$ cat src/rtl/aont_block_feeder_if.sv
// Message-in / block-out handshake bundle for the AONT block feeder.
// master = feeder side, slave = the surrounding environment (message source + AONT core).
interface aont_block_feeder_if #(
  parameter int unsigned messgalen = 512,
  parameter int unsigned lslen     = 16,
  parameter int unsigned lslenlog  = 4
);
  logic [messgalen-1:0]      messageIn;
  logic [lslen*lslenlog-1:0] key_in;
  logic                      msg_valid;
  logic                      msg_ready;
  logic                      blk_valid;
  logic                      blk_ready;
  logic [lslen*lslenlog-1:0] blk_data;
  logic [3:0]                blk_idx;
  logic                      blk_last;
  logic                      busy;

  modport master (
    input  messageIn, key_in, msg_valid, blk_ready,
    output msg_ready, blk_valid, blk_data, blk_idx, blk_last, busy
  );

  modport slave (
    output messageIn, key_in, msg_valid, blk_ready,
    input  msg_ready, blk_valid, blk_data, blk_idx, blk_last, busy
  );
endinterface

$ cat src/rtl/aont_block_feeder.sv
// Captures one message + key, then streams 8 data blocks (LSB block first) and one
// key block (key XOR all data blocks) to the AONT core over valid/ready.
module aont_block_feeder #(
  parameter int unsigned messgalen  = 512,
  parameter int unsigned noofblocks = 9,
  parameter int unsigned lslen      = 16,
  parameter int unsigned lslenlog   = 4
) (
  input logic                 clk,
  input logic                 rstn,
  aont_block_feeder_if.master bus
);

  localparam int unsigned BW    = lslen * lslenlog;
  localparam int unsigned NDATA = noofblocks - 1;
  localparam int unsigned IDXW  = (NDATA > 1) ? $clog2(NDATA) : 1;
  localparam logic [IDXW-1:0] LAST_DATA = IDXW'(NDATA - 1);
  localparam logic [3:0]      KEY_IDX   = 4'(NDATA);

  typedef enum logic [1:0] {
    IDLE = 2'd0,
    SEND = 2'd1,
    KEY  = 2'd2
  } state_e;

  state_e               state_q, state_d;
  logic [IDXW-1:0]      idx_q, idx_d;
  logic [messgalen-1:0] msg_q, msg_d;
  logic [BW-1:0]        acc_q, acc_d;
  logic                 msg_ready_q, msg_ready_d;
  logic                 blk_valid_q, blk_valid_d;
  logic [BW-1:0]        blk_data_q, blk_data_d;
  logic [3:0]           blk_idx_q, blk_idx_d;
  logic                 blk_last_q, blk_last_d;
  logic                 busy_q, busy_d;

  logic            blk_hs;
  logic [IDXW-1:0] idx_nxt;
  logic [BW-1:0]   acc_nxt;

  assign blk_hs  = blk_valid_q && bus.blk_ready;
  assign idx_nxt = idx_q + 1'b1;
  assign acc_nxt = acc_q ^ blk_data_q;

  // Every output is precomputed for the next cycle, so blk_ready only steers
  // flop enables and never reaches blk_data/blk_idx combinationally.
  always_comb begin
    state_d     = state_q;
    idx_d       = idx_q;
    msg_d       = msg_q;
    acc_d       = acc_q;
    msg_ready_d = msg_ready_q;
    blk_valid_d = blk_valid_q;
    blk_data_d  = blk_data_q;
    blk_idx_d   = blk_idx_q;
    blk_last_d  = blk_last_q;
    busy_d      = busy_q;

    case (state_q)
      IDLE: begin
        msg_ready_d = 1'b1;
        blk_valid_d = 1'b0;
        blk_data_d  = '0;
        blk_idx_d   = '0;
        blk_last_d  = 1'b0;
        busy_d      = 1'b0;
        if (bus.msg_valid && msg_ready_q) begin
          state_d     = SEND;
          msg_d       = bus.messageIn;
          acc_d       = bus.key_in;
          idx_d       = '0;
          msg_ready_d = 1'b0;
          blk_valid_d = 1'b1;
          blk_data_d  = bus.messageIn[BW-1:0];
          busy_d      = 1'b1;
        end
      end

      SEND: begin
        if (blk_hs) begin
          acc_d = acc_nxt;
          if (idx_q == LAST_DATA) begin
            state_d    = KEY;
            blk_data_d = acc_nxt;
            blk_idx_d  = KEY_IDX;
            blk_last_d = 1'b1;
          end else begin
            idx_d      = idx_nxt;
            blk_data_d = msg_q[idx_nxt*BW +: BW];
            blk_idx_d  = 4'(idx_nxt);
          end
        end
      end

      KEY: begin
        if (blk_hs) begin
          state_d     = IDLE;
          msg_ready_d = 1'b1;
          blk_valid_d = 1'b0;
          blk_data_d  = '0;
          blk_idx_d   = '0;
          blk_last_d  = 1'b0;
          busy_d      = 1'b0;
        end
      end

      default: begin
        state_d     = IDLE;
        msg_ready_d = 1'b1;
        blk_valid_d = 1'b0;
        blk_data_d  = '0;
        blk_idx_d   = '0;
        blk_last_d  = 1'b0;
        busy_d      = 1'b0;
      end
    endcase
  end

  always_ff @(posedge clk or negedge rstn) begin
    if (!rstn) begin
      state_q     <= IDLE;
      idx_q       <= '0;
      msg_q       <= '0;
      acc_q       <= '0;
      msg_ready_q <= 1'b0;
      blk_valid_q <= 1'b0;
      blk_data_q  <= '0;
      blk_idx_q   <= '0;
      blk_last_q  <= 1'b0;
      busy_q      <= 1'b0;
    end else begin
      state_q     <= state_d;
      idx_q       <= idx_d;
      msg_q       <= msg_d;
      acc_q       <= acc_d;
      msg_ready_q <= msg_ready_d;
      blk_valid_q <= blk_valid_d;
      blk_data_q  <= blk_data_d;
      blk_idx_q   <= blk_idx_d;
      blk_last_q  <= blk_last_d;
      busy_q      <= busy_d;
    end
  end

  assign bus.msg_ready = msg_ready_q;
  assign bus.blk_valid = blk_valid_q;
  assign bus.blk_data  = blk_data_q;
  assign bus.blk_idx   = blk_idx_q;
  assign bus.blk_last  = blk_last_q;
  assign bus.busy      = busy_q;

endmodule
$ cat src/flat_wrapper.sv
// flat-port wrapper written by rule: the top's interface ports become plain ports
module aont_block_feeder_flat 
#(
  parameter int unsigned messgalen  = 512,
  parameter int unsigned noofblocks = 9,
  parameter int unsigned lslen      = 16,
  parameter int unsigned lslenlog   = 4
)
  (clk, rstn, bus_messageIn, bus_key_in, bus_msg_valid, bus_blk_ready, bus_msg_ready, bus_blk_valid, bus_blk_data, bus_blk_idx, bus_blk_last, bus_busy);
  aont_block_feeder_if #(.messgalen(messgalen), .lslen(lslen), .lslenlog(lslenlog)) bus_i ();
  input logic clk;
  input logic rstn;
  input wire logic [$bits(bus_i.messageIn)-1:0] bus_messageIn;
  input wire logic [$bits(bus_i.key_in)-1:0] bus_key_in;
  input wire logic [$bits(bus_i.msg_valid)-1:0] bus_msg_valid;
  input wire logic [$bits(bus_i.blk_ready)-1:0] bus_blk_ready;
  output wire logic [$bits(bus_i.msg_ready)-1:0] bus_msg_ready;
  output wire logic [$bits(bus_i.blk_valid)-1:0] bus_blk_valid;
  output wire logic [$bits(bus_i.blk_data)-1:0] bus_blk_data;
  output wire logic [$bits(bus_i.blk_idx)-1:0] bus_blk_idx;
  output wire logic [$bits(bus_i.blk_last)-1:0] bus_blk_last;
  output wire logic [$bits(bus_i.busy)-1:0] bus_busy;
  assign bus_i.messageIn = bus_messageIn;
  assign bus_i.key_in = bus_key_in;
  assign bus_i.msg_valid = bus_msg_valid;
  assign bus_i.blk_ready = bus_blk_ready;
  assign bus_msg_ready = bus_i.msg_ready;
  assign bus_blk_valid = bus_i.blk_valid;
  assign bus_blk_data = bus_i.blk_data;
  assign bus_blk_idx = bus_i.blk_idx;
  assign bus_blk_last = bus_i.blk_last;
  assign bus_busy = bus_i.busy;
  aont_block_feeder #(.messgalen(messgalen), .noofblocks(noofblocks), .lslen(lslen), .lslenlog(lslenlog)) u_core (.clk(clk), .rstn(rstn), .bus(bus_i));
endmodule
$ cat config.mk
export PLATFORM = sky130hd
export DESIGN_NAME = aont_block_feeder_flat
export DESIGN_NICKNAME = d
export VERILOG_FILES = /design/src/rtl/aont_block_feeder_if.sv /design/src/rtl/aont_block_feeder.sv /design/src/flat_wrapper.sv
export SDC_FILE = /design/constraint.sdc
export NUM_CORES = 2
export LEC_CHECK = 0
export CORE_ASPECT_RATIO = 0.5
export CORE_MARGIN = 2
export CORE_UTILIZATION = 45
export CTS_BUF_LIST = sky130_fd_sc_hd__clkbuf_8
export DETAILED_ROUTE_END_ITERATION = 7
export PLACE_DENSITY = 0.74
export SYNTH_ARGS = -nofsm -noshare
export SYNTH_HDL_FRONTEND = slang
export SYNTH_SLANG_ARGS = --single-unit
$ cat constraint.sdc
create_clock -name clk -period 3.7 [get_ports clk]
set_input_delay 0.74 -clock clk [delete_from_list [all_inputs] [get_ports clk]]
set_output_delay 0.74 -clock clk [all_outputs]
set_load 0.005 [all_outputs]
==> results.py <==
metrics = {
    "status": {
        "outcome": "completed",
    },
    "timing": {
        "grt_setup_unrepaired": "no",
        "slew_violations": 0,
        "fin_skew_ns": 0.0357,
        "min_period_ns": 2.77,
        "timing.slew.headroom_pct": 47.7,
        "tightest_slew_ns": 0.785,
        "setup_violations": 0,
        "max_freq_mhz": 360,
        "hold_violations": 0,
        "tns_ns": 0,
        "post-route-period-util_pct": 75.0,
    },
    "setup_path": {
        "cp_data_arrival_time_ns": 2.03,
        "crit_buf_inv": 1,
        "criticalPathCategory": "reg -> out",
        "cp_max_fo": 9,
        "critPathRequiredTime_ns": 2.96,
        "cp_slowest_cell": "clkdlybuf4s50_1",
        "r2r_setup_slack_ns": 1.01,
        "cp_top_family": "buffers and inverters",
        "start_kind": "register",
        "crit_chain": "clkdlybuf4s50_1",
        "rr_worst_depth": 5,
        "r2r_start": "u_core.state_q[0]",
        "end_kind": "output pin",
        "reg2reg_to": "u_core.bus.blk_data[11]",
        "cp_slowest_stage_delay_ns": 0.68,
        "cp.depth": 1,
    },
    "synthesis": {
        "ys_ff_latch": 652,
        "avgSynthCellArea_sq_um": 9.63,
        "synth_edf_count": 0,
        "syn-num-nets": 3752,
        "synth_warnings": 0,
        "synth-seq-area-share_pct": 53.5,
        "synth_ff_type": "dfrtp_1",
        "synthCells": 3170,
        "synth.distinct_cells": 39,
        "syn_area_sq_mm": 0.0305,
        "async_flop_share_pct": 100,
    },
    "clock_network": {
        "post_cts_buffers": 0,
        "numCtsBuffers": 95,
        "htree_levels": 3,
        "worstSkewPairLatency_ns": 0.70,
        "cts-hold-fix-buffers": 0,
        "clock_tree.root_cell": "clkbuf_8",
        "cts_num_sinks": 652,
        "cts_tree": "built",
        "clockBufferDepth": 3,
        "clk_pin_slew_ns": 0.07,
        "ctsResizeCount": 0,
    },
    "placement": {
        "portBuffers": 651,
        "placed_area_sq_mm": 0.0379,
        "gp_congestion": 0.890,
        "dp.cells": 4556,
        "hpwl_um": 70400,
    },
    "die": {
        "floorplan.rows": 67,
        "dieArea_sq_mm": 0.0700,
        "start_util_pct": 45.5,
        "die_w_um": 372,
        "core_area_sq_mm": 0.0671,
        "io_pins": 652,
        "chipHeight_um": 188,
    },
    "run": {
        "cap_viol_max_count": 0,
    },
    "drt": {
        "firstDrtPassIters": 6,
        "drc": 0,
        "drt_iter0_markers": 2240,
        "vias": 25800,
        "post_drt_wl_per_cell_um": 21.3,
        "via_per_inst": 5.43,
        "wl_um": 101000,
        "drtAntennaViolNets": 0,
    },
    "power_and_ir_drop": {
        "clkPwrFrac_pct": 20.1,
        "cellLeakagePower_nw": 18.7,
        "p_per_area_mw_per_mm2": 785,
        "swShare_pct": 37.5,
        "p_comb_share_pct": 40.3,
        "ir_worst_vdd_uv": 670,
        "switchingPower_mw": 11.8,
        "internal_power_mw": 19.6,
        "seq_power_share_pct": 39.7,
    },
    "global_routing": {
        "grt_pass1_vias": 26000,
        "track_usage_pct": 28.8,
        "grt_pass1_wl_um": 154000,
        "antenna_found_initial": 28,
        "grt_max_degree": 142,
        "gr-total-overflow": 0,
    },
    "finish": {
        "fin_nets": 4338,
        "postLayoutCellArea_sq_mm": 0.0400,
        "final_cells": 4752,
        "drive_above_1_share_pct": 10.1,
        "area_growth_pct": 31.0,
    },
    "worst_hold_path": {
        "min_path_type": "in -> async",
    },
}
## metrics by stage
step / power, mW / setup slack (ns) / hold WS (ns) / utilization (%)
global placement: 24.6 / 0.958 / 0.452 / 56.5
finish: 31.4 / 0.926 / 0.0490 / 59.6
global route: 33.3 / 0.841 / 0.0703 / 59.6
CTS: 31.4 / 0.870 / 0.0696 / 59.5
detailed placement: 25.1 / 0.866 / 0.457 / 56.5
floorplan: 20.7 / 1.79 / 0.440 / -
## cells by family after synthesis
logic type,after synthesis,share of synthesized area (%)
muxes,128,9.45
xor gates and xnor gates,64,1.84
buffers and inverters,227,3.69
AOI/OAI and AO/OA,405,9.69
DFF,652,53.5
and+or+nand+nor,1692,21.8
adders and majority gates,2,0.0820
## cell type report
| class | count | area, sq um |
|---|---|---|
| diodes | 28 | 70.1 |
| multi-input cells | 2291 | 13100 |
| flip-flops and latches | 652 | 16300 |
| inverters | 4 | 15.0 |
| well taps | 897 | 1120 |
| repair buffers | 712 | 7290 |
| clock buffers | 117 | 1610 |
| fillers | 5660 | 27100 |
| clock inverters | 51 | 413 |
## flip-flops by register name, indices dropped and copies added, names as in the netlist
signal / flops
u_core.bus.blk_last: 1
u_core.bus.msg_ready: 1
u_core.state_q: 2
u_core.bus.blk_data: 64
u_core.bus.busy: 1
u_core.msg_q: 512
u_core.idx_q: 3
u_core.acc_q: 64
u_core.bus.blk_idx: 4
## cells in the mapped netlist, drive strengths merged, types with 2 or more instances
cell	count	area share [%]
nand2	1612	20
dfrtp	652	53
buf	168	3.0
a22oi	128	3.1
mux4	128	9.4
o21ai	71	1.2
a21oi	69	1.1
nor3b	64	1.6
o211ai	64	2.2
o2bb2ai	64	1.8
xor2	64	1.8
clkbuf	55	0.68
nand3	5	0.082
inv	4	0.049
a31oi	3	0.061
a21o	2	0.049
ha	2	0.082
nor2b	2	0.041
## layer usage
layer	up-vias	global-route usage, %	share of wire (%)
met3	253	4.23	5.0
met4	0	16.2	5.1
li1	11700	-	-
met5	-	0	0
met2	917	47.2	50
met1	12900	36.9	40
## power by group through the flow
stage | logic (mW) | registers, mW | clock network, mW
2_1_floorplan | 8.88 | 11.8 | 0
3_3_place_gp | 12.3 | 12.3 | 0
3_5_place_dp | 12.6 | 12.5 | 0
4_1_cts | 12.7 | 12.4 | 6.38
5_1_grt | 13.9 | 12.8 | 6.69
6_report | 12.6 | 12.4 | 6.29
## worst reg2reg max path, stage by stage, from the launching register on
cell and delay (ns):
dfrtp_1 0.62, nor2b_1 0.62, o21a_4 0.71, buf_4 0.40, a22oi_1 0.17, o211ai_2 0.08
## how the worst max path moves through the flow
stage                    start                       to  slack (ns)
2_1_floorplan  u_core.idx_q[0]  u_core.bus.blk_data[17]        1.79
3_3_place_gp     bus_blk_ready  u_core.bus.blk_data[16]        0.96
3_5_place_dp     bus_msg_valid        u_core.msg_q[334]        0.87
4_1_cts        u_core.bus.busy            bus_blk_valid        0.87
5_1_grt        u_core.bus.busy            bus_blk_valid        0.84
6_report       u_core.bus.busy            bus_blk_valid        0.93
## placed cells by master (no fill, tap or decap), types with 2 or more instances in the layout
cell and count:
nand2_1 1608, dfrtp_1 651, clkdlybuf4s50_1 650, a22oi_1 128
mux4_2 128, clkbuf_8 117, a21oi_1 68, xor2_1 64
nor3b_1 64, o2bb2ai_1 64, o21ai_0 60, o211ai_2 37
buf_4 36, diode_2 28, inv_1 27, o211ai_1 27
buf_12 25, clkinv_2 17, o21ai_1 11, bufinv_16 7
nand3_1 5, nand2_2 3, a31oi_1 3, clkinvlp_4 3
nor2b_1 2
Power figures use the tool's default switching activity.
